### src/rtl/pie_pkg.sv
// Shared definitions for the PIE decoder: FSM state encoding and the default
// symbol timings (in samples) that match pie_encoder.
package pie_pkg;

  typedef enum logic [2:0] {
    IDLE,
    DELIM,
    WAIT_HI,
    DATA0,
    RTCAL,
    CAL,
    DATA
  } pie_state_t;

  localparam int PIE_PW    = 2;
  localparam int PIE_ZERO  = 6;
  localparam int PIE_ONE   = 10;
  localparam int PIE_RTCAL = 16;
  localparam int PIE_TRCAL = 32;
  localparam int PIE_DELIM = 3;

endpackage

### src/rtl/pie_edge_meter.sv
// Line edge detector and saturating run-length counters for the PIE decoder.
// rise/fall are qualified by in_vld. On a rising sample sym_len is the length
// of the symbol just completed (previous rise up to this one); low_len is the
// low run including the current sample, or the run that just ended on a rise;
// high_len is the high run including the current sample.
module pie_edge_meter #(
  parameter int CNT_WIDTH = 8
) (
  input  logic                 clk,
  input  logic                 rst,
  input  logic                 in_dat,
  input  logic                 in_vld,
  output logic                 rise,
  output logic                 fall,
  output logic [CNT_WIDTH-1:0] sym_len,
  output logic [CNT_WIDTH-1:0] low_len,
  output logic [CNT_WIDTH-1:0] high_len
);

  localparam logic [CNT_WIDTH-1:0] CNT_MAX = '1;
  localparam logic [CNT_WIDTH-1:0] CNT_ONE = CNT_WIDTH'(1);

  logic                 prev;
  logic [CNT_WIDTH-1:0] sym_cnt;
  logic [CNT_WIDTH-1:0] low_cnt;
  logic [CNT_WIDTH-1:0] high_cnt;
  logic [CNT_WIDTH-1:0] sym_inc;
  logic [CNT_WIDTH-1:0] low_inc;
  logic [CNT_WIDTH-1:0] high_inc;

  assign rise = in_vld & ~prev & in_dat;
  assign fall = in_vld & prev & ~in_dat;

  // Counters stick at all-ones instead of wrapping
  assign sym_inc  = (sym_cnt  == CNT_MAX) ? sym_cnt  : sym_cnt  + CNT_ONE;
  assign low_inc  = (low_cnt  == CNT_MAX) ? low_cnt  : low_cnt  + CNT_ONE;
  assign high_inc = (high_cnt == CNT_MAX) ? high_cnt : high_cnt + CNT_ONE;

  assign sym_len  = rise ? sym_cnt : sym_inc;
  assign low_len  = in_dat ? low_cnt : low_inc;
  assign high_len = in_dat ? high_inc : '0;

  // Track last valid sample and run lengths; the rising sample opens a new symbol
  always_ff @(posedge clk or negedge rst) begin
    if (!rst) begin
      prev     <= 1'b1;
      sym_cnt  <= '0;
      low_cnt  <= '0;
      high_cnt <= '0;
    end else if (in_vld) begin
      prev     <= in_dat;
      sym_cnt  <= rise ? CNT_ONE : sym_inc;
      low_cnt  <= in_dat ? '0 : low_inc;
      high_cnt <= in_dat ? high_inc : '0;
    end
  end

endmodule

### src/rtl/pie_decoder.sv
// PIE tag-side decoder: finds delimiter, data-0 (tari), RTcal and optional
// TRcal, then slices each data symbol against pivot = RTcal/2. All strobes are
// registered one clock after the qualifying in_vld sample.
module pie_decoder
  import pie_pkg::*;
#(
  parameter int CNT_WIDTH = 8,
  parameter int DELIM_MIN = 2,
  parameter int DELIM_MAX = 5,
  parameter int PW_MAX    = 4,
  parameter int TIMEOUT   = 64
) (
  input  logic                 clk,
  input  logic                 rst,
  input  logic                 in_dat,
  input  logic                 in_vld,
  output logic                 out_dat,
  output logic                 out_vld,
  output logic                 frame_start,
  output logic                 trcal_seen,
  output logic [CNT_WIDTH-1:0] rtcal_len,
  output logic [CNT_WIDTH-1:0] trcal_len,
  output logic                 frame_end,
  output logic                 err
);

  localparam logic [CNT_WIDTH-1:0] DMIN = CNT_WIDTH'(DELIM_MIN);
  localparam logic [CNT_WIDTH-1:0] DMAX = CNT_WIDTH'(DELIM_MAX);
  localparam logic [CNT_WIDTH-1:0] PWM  = CNT_WIDTH'(PW_MAX);
  localparam logic [CNT_WIDTH-1:0] TMO  = CNT_WIDTH'(TIMEOUT);

  pie_state_t state;
  pie_state_t state_next;

  logic                 rise;
  logic                 fall;
  logic [CNT_WIDTH-1:0] sym_len;
  logic [CNT_WIDTH-1:0] low_len;
  logic [CNT_WIDTH-1:0] high_len;
  logic [CNT_WIDTH-1:0] tari;
  logic [CNT_WIDTH-1:0] pivot;

  logic restart;
  logic timeout;
  logic delim_ok;
  logic delim_long;
  logic rt_ok;
  logic over_rt;

  logic bit_stb;
  logic trcal_stb;
  logic start_stb;
  logic err_stb;
  logic end_stb;
  logic tari_ld;

  pie_edge_meter #(
    .CNT_WIDTH(CNT_WIDTH)
  ) u_meter (
    .clk     (clk),
    .rst     (rst),
    .in_dat  (in_dat),
    .in_vld  (in_vld),
    .rise    (rise),
    .fall    (fall),
    .sym_len (sym_len),
    .low_len (low_len),
    .high_len(high_len)
  );

  // An over-long low pulse inside a frame is treated as a new delimiter
  assign restart    = in_vld & ~in_dat & (low_len > PWM);
  assign timeout    = in_vld & in_dat & (high_len >= TMO);
  assign delim_ok   = (low_len >= DMIN) && (low_len <= DMAX);
  assign delim_long = in_vld & ~in_dat & (low_len > DMAX);
  assign rt_ok      = sym_len > tari;
  assign over_rt    = sym_len > rtcal_len;

  // State register
  always_ff @(posedge clk or negedge rst) begin
    if (!rst) state <= IDLE;
    else      state <= state_next;
  end

  // Next-state logic; restart, rise and timeout are mutually exclusive per sample
  always_comb begin
    state_next = state;
    unique case (state)
      IDLE:    if (fall) state_next = DELIM;
      DELIM: begin
        if (rise)            state_next = delim_ok ? DATA0 : IDLE;
        else if (delim_long) state_next = WAIT_HI;
      end
      WAIT_HI: if (rise) state_next = IDLE;
      DATA0: begin
        if (restart)      state_next = DELIM;
        else if (rise)    state_next = RTCAL;
        else if (timeout) state_next = IDLE;
      end
      RTCAL: begin
        if (restart)      state_next = DELIM;
        else if (rise)    state_next = rt_ok ? CAL : IDLE;
        else if (timeout) state_next = IDLE;
      end
      CAL: begin
        if (restart)      state_next = DELIM;
        else if (rise)    state_next = DATA;
        else if (timeout) state_next = IDLE;
      end
      DATA: begin
        if (restart)      state_next = DELIM;
        else if (rise)    state_next = over_rt ? IDLE : DATA;
        else if (timeout) state_next = IDLE;
      end
      default: state_next = IDLE;
    endcase
  end

  // Per-sample actions: which strobe fires and which measurement is latched
  always_comb begin
    bit_stb   = 1'b0;
    trcal_stb = 1'b0;
    start_stb = 1'b0;
    err_stb   = 1'b0;
    end_stb   = 1'b0;
    tari_ld   = 1'b0;
    unique case (state)
      DELIM: begin
        if (rise)            err_stb = ~delim_ok;
        else if (delim_long) err_stb = 1'b1;
      end
      DATA0: begin
        if (rise)         tari_ld = 1'b1;
        else if (timeout) err_stb = 1'b1;
      end
      RTCAL: begin
        if (rise) begin
          start_stb = rt_ok;
          err_stb   = ~rt_ok;
        end else if (timeout) begin
          err_stb = 1'b1;
        end
      end
      CAL: begin
        if (rise) begin
          trcal_stb = over_rt;
          bit_stb   = ~over_rt;
        end else if (timeout) begin
          end_stb = 1'b1;
        end
      end
      DATA: begin
        if (rise) begin
          err_stb = over_rt;
          bit_stb = ~over_rt;
        end else if (timeout) begin
          end_stb = 1'b1;
        end
      end
      default: ;
    endcase
  end

  // Registered outputs and frame calibration; rtcal/trcal hold until the next frame_start
  always_ff @(posedge clk or negedge rst) begin
    if (!rst) begin
      out_dat     <= 1'b0;
      out_vld     <= 1'b0;
      frame_start <= 1'b0;
      frame_end   <= 1'b0;
      err         <= 1'b0;
      trcal_seen  <= 1'b0;
      rtcal_len   <= '0;
      trcal_len   <= '0;
      tari        <= '0;
      pivot       <= '0;
    end else begin
      out_vld     <= bit_stb;
      frame_start <= start_stb;
      frame_end   <= end_stb;
      err         <= err_stb;
      if (bit_stb) out_dat <= (sym_len >= pivot);
      if (tari_ld) tari <= sym_len;
      if (start_stb) begin
        rtcal_len  <= sym_len;
        pivot      <= sym_len >> 1;
        trcal_len  <= '0;
        trcal_seen <= 1'b0;
      end
      if (trcal_stb) begin
        trcal_len  <= sym_len;
        trcal_seen <= 1'b1;
      end
    end
  end

endmodule

### config.mk
export PLATFORM = sky130hd
export DESIGN_NAME = pie_decoder
export DESIGN_NICKNAME = d
export VERILOG_FILES = /design/src/rtl/pie_pkg.sv /design/src/rtl/pie_edge_meter.sv /design/src/rtl/pie_decoder.sv
export SDC_FILE = /design/constraint.sdc
export NUM_CORES = 1
export LEC_CHECK = 0
export ABC_AREA = 0
export BUFFER_PORTS_ARGS = -buffer_cell sky130_fd_sc_hd__buf_2
export CORE_MARGIN = 1
export CORE_UTILIZATION = 50
export CTS_CLUSTER_SIZE = 16
export DETAILED_ROUTE_END_ITERATION = 8
export HOLD_SLACK_MARGIN = 0.03
export PLACE_DENSITY = 0.71
export SLEW_MARGIN = 20
export SYNTH_ARGS = -nofsm -noshare
export SYNTH_HDL_FRONTEND = slang
export SYNTH_SLANG_ARGS = --single-unit
### constraint.sdc
create_clock -name clk -period 2.9 [get_ports clk]
set_input_delay 0.145 -clock clk [delete_from_list [all_inputs] [get_ports clk]]
set_output_delay 0.145 -clock clk [all_outputs]
set_load 0.1 [all_outputs]
Word level (Yosys, flattened, before mapping) --
Index checks and enable logic that the tools add are counted.
Cells by class: add/subtract/negate cells 3, $mul 0, divide/modulo/power cells 0, $lt $le $gt $ge 8, eq/ne operators 12, shifts and indexed selects 0, multiplexer cells 44, bitwise operators 14, reduce and logical (&&, ||, !) cells 5
Operators with widths (number):
- $mux 8 | 10
- $mux 3 | 15
- $add 8x1->8 const B | 3
- $eq 8x8->1 const B | 3
- $pmux 3 s7 | 1
- $gt 8x3->1 const B | 2
- $gt 8x8->1 | 2
- $mux 1 | 16
- $and 1x1->1 | 9
- $eq 3x3->1 const B | 3
- $ge 8x2->1 const B | 1
- $ge 8x7->1 | 1
- $ge 8x7->1 const B | 1
- $le 8x3->1 const B | 1
- $eq 3x2->1 const B | 2
- $not 1->1 | 5
- $pmux 1 s4 | 1
- $eq 3x1->1 const B | 1
- $logic_not 3->1 | 1
- $ne 3x2->1 const B | 1
- $reduce_and 3->1 | 1
- $mux 2 | 1
- $ne 2x1->1 const B | 1
- $ne 2x2->1 const B | 1
- other kinds (3) | 3
Word-level totals: flip-flop bits (word level) 65, latch bits 0, RAM bits 0, memory bits (read-only) 0, bits of input ports 4, output and inout bits 22, word-level logic and storage cells 101, memories kept 0

Depth between registers and ports, before layout --
depth after elaboration 9, mapped depth 14, depth with buffers taken out 13

Modules after synthesis --
Synthesis repeated with hierarchy kept, for this count alone.
Second synthesis, totals: cell total of the unflattened synthesis 433, area, all modules 3916.3 sq um
Modules (own cells, without submodules):
- pie_decoder | instances 1, cells an instance 218, area each 2170.8 sq um, seq. area each 825.8 sq um
- pie_edge_meter | instances 1, cells an instance 215, area each 1745.4 sq um, seq. area each 626.9 sq um

Least setup slack after synthesis --
Ideal clock, no wire load.
path type register to register, start register u_meter.sym_cnt[0], end register rtcal_len[2], library setup time 0.126 ns, data arrival time 3.020 ns, required time 2.774 ns, setup slack -0.246 ns, cell stages (with the launch flop) 15, buffers on the path 1, clock period less this slack 3.146 ns, path through dfrtp_1 -> ha_1 -> nand3_2 -> nor4_4 -> nor2_2 -> nand2_1 -> xnor2_1 -> ha_1 -> nand3_1 -> nor2_1 -> a32oi_1 -> nand4_1 -> buf_4 -> inv_1 -> mux2_2
On the way: cells in the longest elaborated chain, start to end 6, elaborated cells between the ends (all ways) 7, those cells by class add/sub: 1; order compare: 1; eq/ne: 1; mux: 4
RTL lines:
- start, declared | RTL line pie_edge_meter.sv:24 | logic [CNT_WIDTH-1:0] sym_cnt;
- start signal, assigned | RTL line pie_edge_meter.sv:52 | sym_cnt <= rise ? CNT_ONE : sym_inc;
- $add 8x1->8 or $eq 8x8->1 (tied branches) | RTL line pie_edge_meter.sv:35 | assign sym_inc = (sym_cnt == CNT_MAX) ? sym_cnt : sym_cnt + CNT_ONE;
- $mux 8 (*) | RTL line pie_edge_meter.sv:35
- $mux 8 (*) | RTL line pie_edge_meter.sv:39 | assign sym_len = rise ? sym_cnt : sym_inc;
- net sym_len[3] | RTL line pie_decoder.sv:37 | logic [CNT_WIDTH-1:0] sym_len;
- $gt 8x8->1 (*) | RTL line pie_decoder.sv:76 | assign rt_ok = sym_len > tari;
- $mux 1 (*) | RTL line pie_decoder.sv:137 | if (rise) begin
- $mux 1 (*) | RTL line pie_decoder.sv:127 | unique case (state)
- net start_stb | RTL line pie_decoder.sv:52 | logic start_stb;
- end signal, assigned | RTL line pie_decoder.sv:185 | rtcal_len <= sym_len;
- end, declared | RTL line pie_decoder.sv:21 | output logic [CNT_WIDTH-1:0] rtcal_len,
The timed path passes the listed nets; every way through them passes the cells marked *. A chain may end at the register's enable or synchronous reset.

Worst setup path in the final report --
start register u_meter.sym_cnt[4], end register trcal_len[1]
On the way: cells in the longest elaborated chain, start to end 7, elaborated cells between the ends (all ways) 12, those cells by class add/sub: 1; order compare: 2; eq/ne: 1; mux: 7; reduce/logical: 1
RTL lines:
- $eq 8x8->1 (*) | RTL line pie_edge_meter.sv:35
- $mux 8 (*) | RTL line pie_edge_meter.sv:35
- $mux 8 (*) | RTL line pie_edge_meter.sv:39
- net sym_len[1] | RTL line pie_decoder.sv:37
- $gt 8x8->1, on equally long branches | RTL line pie_decoder.sv:77, pie_decoder.sv:76
- $mux 1, on equally long branches | RTL line pie_decoder.sv:145, pie_decoder.sv:137
- $mux 1 | RTL line pie_decoder.sv:127
- $mux 8 or $reduce_bool 2->1 (tied branches)
- end signal, assigned | RTL line pie_decoder.sv:191 | trcal_len <= sym_len;
- end, declared | RTL line pie_decoder.sv:22 | output logic [CNT_WIDTH-1:0] trcal_len,
Marks and branches as above.

==> qor.tcl <==
set qor(synth-seq-cells) 58
set qor(drcViolationCount) 0
set qor(worst_hold_path_cell_count) 4
set qor(timing.final.ws_setup_ns) -0.0704
set qor(synthCells) 423
set qor(netlist.area_leader.share) 0.372
set qor(grt_remaining_overflow) 0
set qor(ctsRootBufferMaster) {sky130_fd_sc_hd__clkbuf_8}
set qor(syn_area_um2) 3830
set qor(seq_power_share) 0.324
set qor(synth_edf_count) 0
set qor(detailroute.via_count) 3556
set qor(rr_endpoint) {trcal_len[1]$_DFFE_PN0P_}
set qor(cts_max_level) 3
set qor(via_count_of_the_first_global_routing_pass) 3239
set qor(post_synth_main_area_contributors) {sky130_fd_sc_hd__dfrtp_1 37%, sky130_fd_sc_hd__ha_1 8.5%, sky130_fd_sc_hd__a21oi_1 5.1%}
set qor(fmaxAchievable_mhz) 337
set qor(clock_power_share) 0.223
set qor(p_int_mw) 2.00
set qor(yosys_warnings) 0
set qor(syn_avg_cell_area_um2) 9.05
set qor(rsz0062_at_grt) {true}
set qor(worstPathCellList) {nand2_2 -> nor4_4 -> nor2_4 -> buf_6 -> mux2_4 -> ha_4 -> nor2b_4 -> o211ai_1 -> a211o_1 -> a21o_1 -> and2_4 -> a22o_1}
set qor(floorplan.die_area_um2) 8010
set qor(cellPowerDensity_nw_per_um2) 669
set qor(port-buffer-count) 25
set qor(peakVddDrop_v) 0.000251
set qor(crit_path_top_delay_cell) {sky130_fd_sc_hd__dfrtp_1}
set qor(largest_net_degree_at_the_start_of_global_routing) 42
set qor(p_switching_mw) 1.25
set qor(synth.cells.most_frequent) {57 x sky130_fd_sc_hd__dfrtp_1, 39 x sky130_fd_sc_hd__a21oi_1, 34 x sky130_fd_sc_hd__nand2_1, 30 x sky130_fd_sc_hd__inv_1}
set qor(die_w_um) 89.5
set qor(rows) 31
set qor(antenna-diode-count) 0
set qor(outcome) {finished with violations}
set qor(insertion_delay_ns) 0.34
set qor(proportion_of_layout_cells_with_a_drive_suffix_above_1) 0.305
set qor(clk_pin_slew_worst_paths_ns) 0.07
set qor(tritoncts) {yes}
set qor(synthFlopType) {sky130_fd_sc_hd__dfrtp_1}
set qor(grt_antenna_before_repair) 0
set qor(r2r_cells) 12
set qor(setup.worst_path.end_class) {flop}
set qor(r2r_setup_slack_ns) -0.07
set qor(share_comb_of_total_power) 0.453
set qor(async_reset_ff_frac) 1.00
set qor(synth_area_leader_cell) {sky130_fd_sc_hd__dfrtp_1}
set qor(timing_hold_violations_final) 0
set qor(failed_checks) {negative setup slack}
set qor(fin_skew_ns) 0.00731
set qor(synth-seq-area-share) 0.379
set qor(power.leakage_nw) 2.32
set qor(aggregate_negative_setup_slack_ns) -0.578
set qor(clkSinkCount) 58
set qor(post-synth-top-count-cell) {sky130_fd_sc_hd__dfrtp_1}
set qor(floorplan.core_area_um2) 7330
set qor(timing.critical_path.required_ns) 3.13
set qor(clock_tree.buffer_depth) 2
set qor(dpl.hpwl_mm) 6.87
set qor(dp_slack_ns) -0.189
set qor(final_setup_fails) 13
set qor(initial_core_utilization) 0.522
set qor(max-slew-margin-rel) 0.395
set qor(timing.max_cap.violations) 0
set qor(netlist-cell-type-count) 69
set qor(fin_nets) 527
set qor(timing.hold.worst_endpoint) {u_meter.prev$_DFFE_PN1P_}
set qor(timing.rr.start) {u_meter.sym_cnt[4]$_DFFE_PN0P_}
set qor(wire_length_of_the_first_global_routing_pass_mm) 15.3
set qor(postSynthNetCount) 453
set qor(swShare) 0.384
set qor(ant_nets) 0
set qor(dr.pass1.iters) 5
set qor(cts_buffers) 9
set qor(hp-start) {in_dat}
set qor(cp-start-kind) {flop}
set qor(cp_data_arrival_time_ns) 3.20
set qor(area.growth.synth_to_final_pct) 27.1
set qor(critical_path.max_fanout) 8
set qor(routed_via_density) 5.93
set qor(post_detailed_routing_wire_length_mm) 9.87
set qor(groute.usage.overall) 0.253
set qor(drt-initial-drc-count) 184
set qor(final-max-slew-violation-count) 0
set qor(y_dimension_of_the_die_um) 89.5
set qor(gp_routability_congestion) 0.854
set qor(finalCritPeriodShare) 1.02
set qor(layout_min_cycle_time_ns) 2.97
set qor(design.portCount) 26
set qor(hp-class) {in2reg}
set qor(start_to_end_type_of_the_worst_setup_path) {reg2reg}
set qor(actual_transition_at_the_worst_max_transition_pin_ns) 0.907
set qor(post_drt_wl_per_cell_um) 16.4
set qor(cpPeakStageDelay_ns) 0.41
-- cells in the final DEF (no fill, tap or decap), drive strengths merged, types with 6 or more instances in the layout --
cell,instances
a21o,8
a21oi,39
ha,26
nor3,8
nand4,9
nand2,34
o211ai,6
dfrtp,57
buf,82
nor2,27
o21ai,26
xor2,6
inv,30
a22o,10
mux2,6
clkbuf,13
xnor2,6
nand3,13
and3,16
-- metrics by stage --
step                      power, mW  hold WS [ns]  utilization  std cells  instance area, µm²
after CTS                      3.14         0.277        0.645        595                4730
after floorplan                1.88        -0.151            -        423                3910
after detailed placement       2.29         0.334        0.597        572                4380
final                          3.25         0.305        0.664        600                4870
after global routing           3.45         0.316        0.664        600                4870
after global placement         2.26         0.323        0.597        572                4380
-- timing repair --
action	CTS	global route
setup buffers	7	7
endpoints found under the hold margin	38	0
pin swaps	18	17
endpoints found under the setup margin	17	23
hold buffers	1	0
resized for setup	22	20
-- power groups by stage --
stage	Combinational, mW	Sequential [mW]	Clock [mW]
after CTS	1.36	1.05	0.735
after detailed placement	1.23	1.06	0
after global routing	1.61	1.07	0.770
after floorplan	0.752	1.13	0
after global placement	1.20	1.06	0
final	1.47	1.05	0.725
-- worst max-delay path by stage --
stage                              startpoint                  endpoint  slack (ns)
6_report       u_meter.sym_cnt[4]$_DFFE_PN0P_  trcal_len[1]$_DFFE_PN0P_       -0.07
5_1_grt        u_meter.sym_cnt[4]$_DFFE_PN0P_  trcal_len[1]$_DFFE_PN0P_       -0.21
4_1_cts        u_meter.sym_cnt[0]$_DFFE_PN0P_  trcal_len[5]$_DFFE_PN0P_       -0.11
3_5_place_dp   u_meter.sym_cnt[1]$_DFFE_PN0P_  trcal_len[7]$_DFFE_PN0P_       -0.19
3_3_place_gp   u_meter.sym_cnt[1]$_DFFE_PN0P_  trcal_len[4]$_DFFE_PN0P_       -0.10
2_1_floorplan  u_meter.sym_cnt[1]$_DFFE_PN0P_  trcal_len[1]$_DFFE_PN0P_       -0.03
-- layer usage --
metal,vias up,part of all wire,GRT usage
li1,1697,-,-
met1,1701,0.44,0.316
met2,128,0.49,0.423
met3,30,0.040,0.0425
met4,0,0.032,0.123
met5,-,0,0
-- critical path: cells and delay by family (launching register included) --
family          cells  cell delay, ns
mux                 1            0.33
flops               1            0.41
compound gates      4            0.84
buf+inv             1            0.15
fa+ha+maj           1            0.27
simple gates        5            0.84
-- state kept, by name, indices dropped and copies added, names as in the netlist --
signal            flops
rtcal_len             8
tari                  8
trcal_len             8
u_meter.high_cnt      8
u_meter.low_cnt       8
u_meter.sym_cnt       8
state                 3
err                   1
frame_end             1
frame_start           1
out_dat               1
out_vld               1
trcal_seen            1
u_meter.prev          1
-- cells by family after synthesis --
kind of cell,Yosys count,synth area share
adders and majority gates,26,0.0849
and+or+nand+nor,139,0.199
AOI/OAI and AO/OA,130,0.229
buffers and inverters,51,0.0585
xor gates and xnor gates,12,0.0274
DFF,58,0.379
muxes,7,0.0212
-- final cells by class --
type / instances / area (µm²)
sequential: 58 / 1460
inverter: 31 / 116
fill: 572 / 2460
clock inverter: 2 / 10.0
tap: 99 / 124
multi-input combinational: 314 / 2400
timing repair buffer: 83 / 578
clock buffer: 13 / 179
No activity file was read; power rests on OpenSTA's default activity.
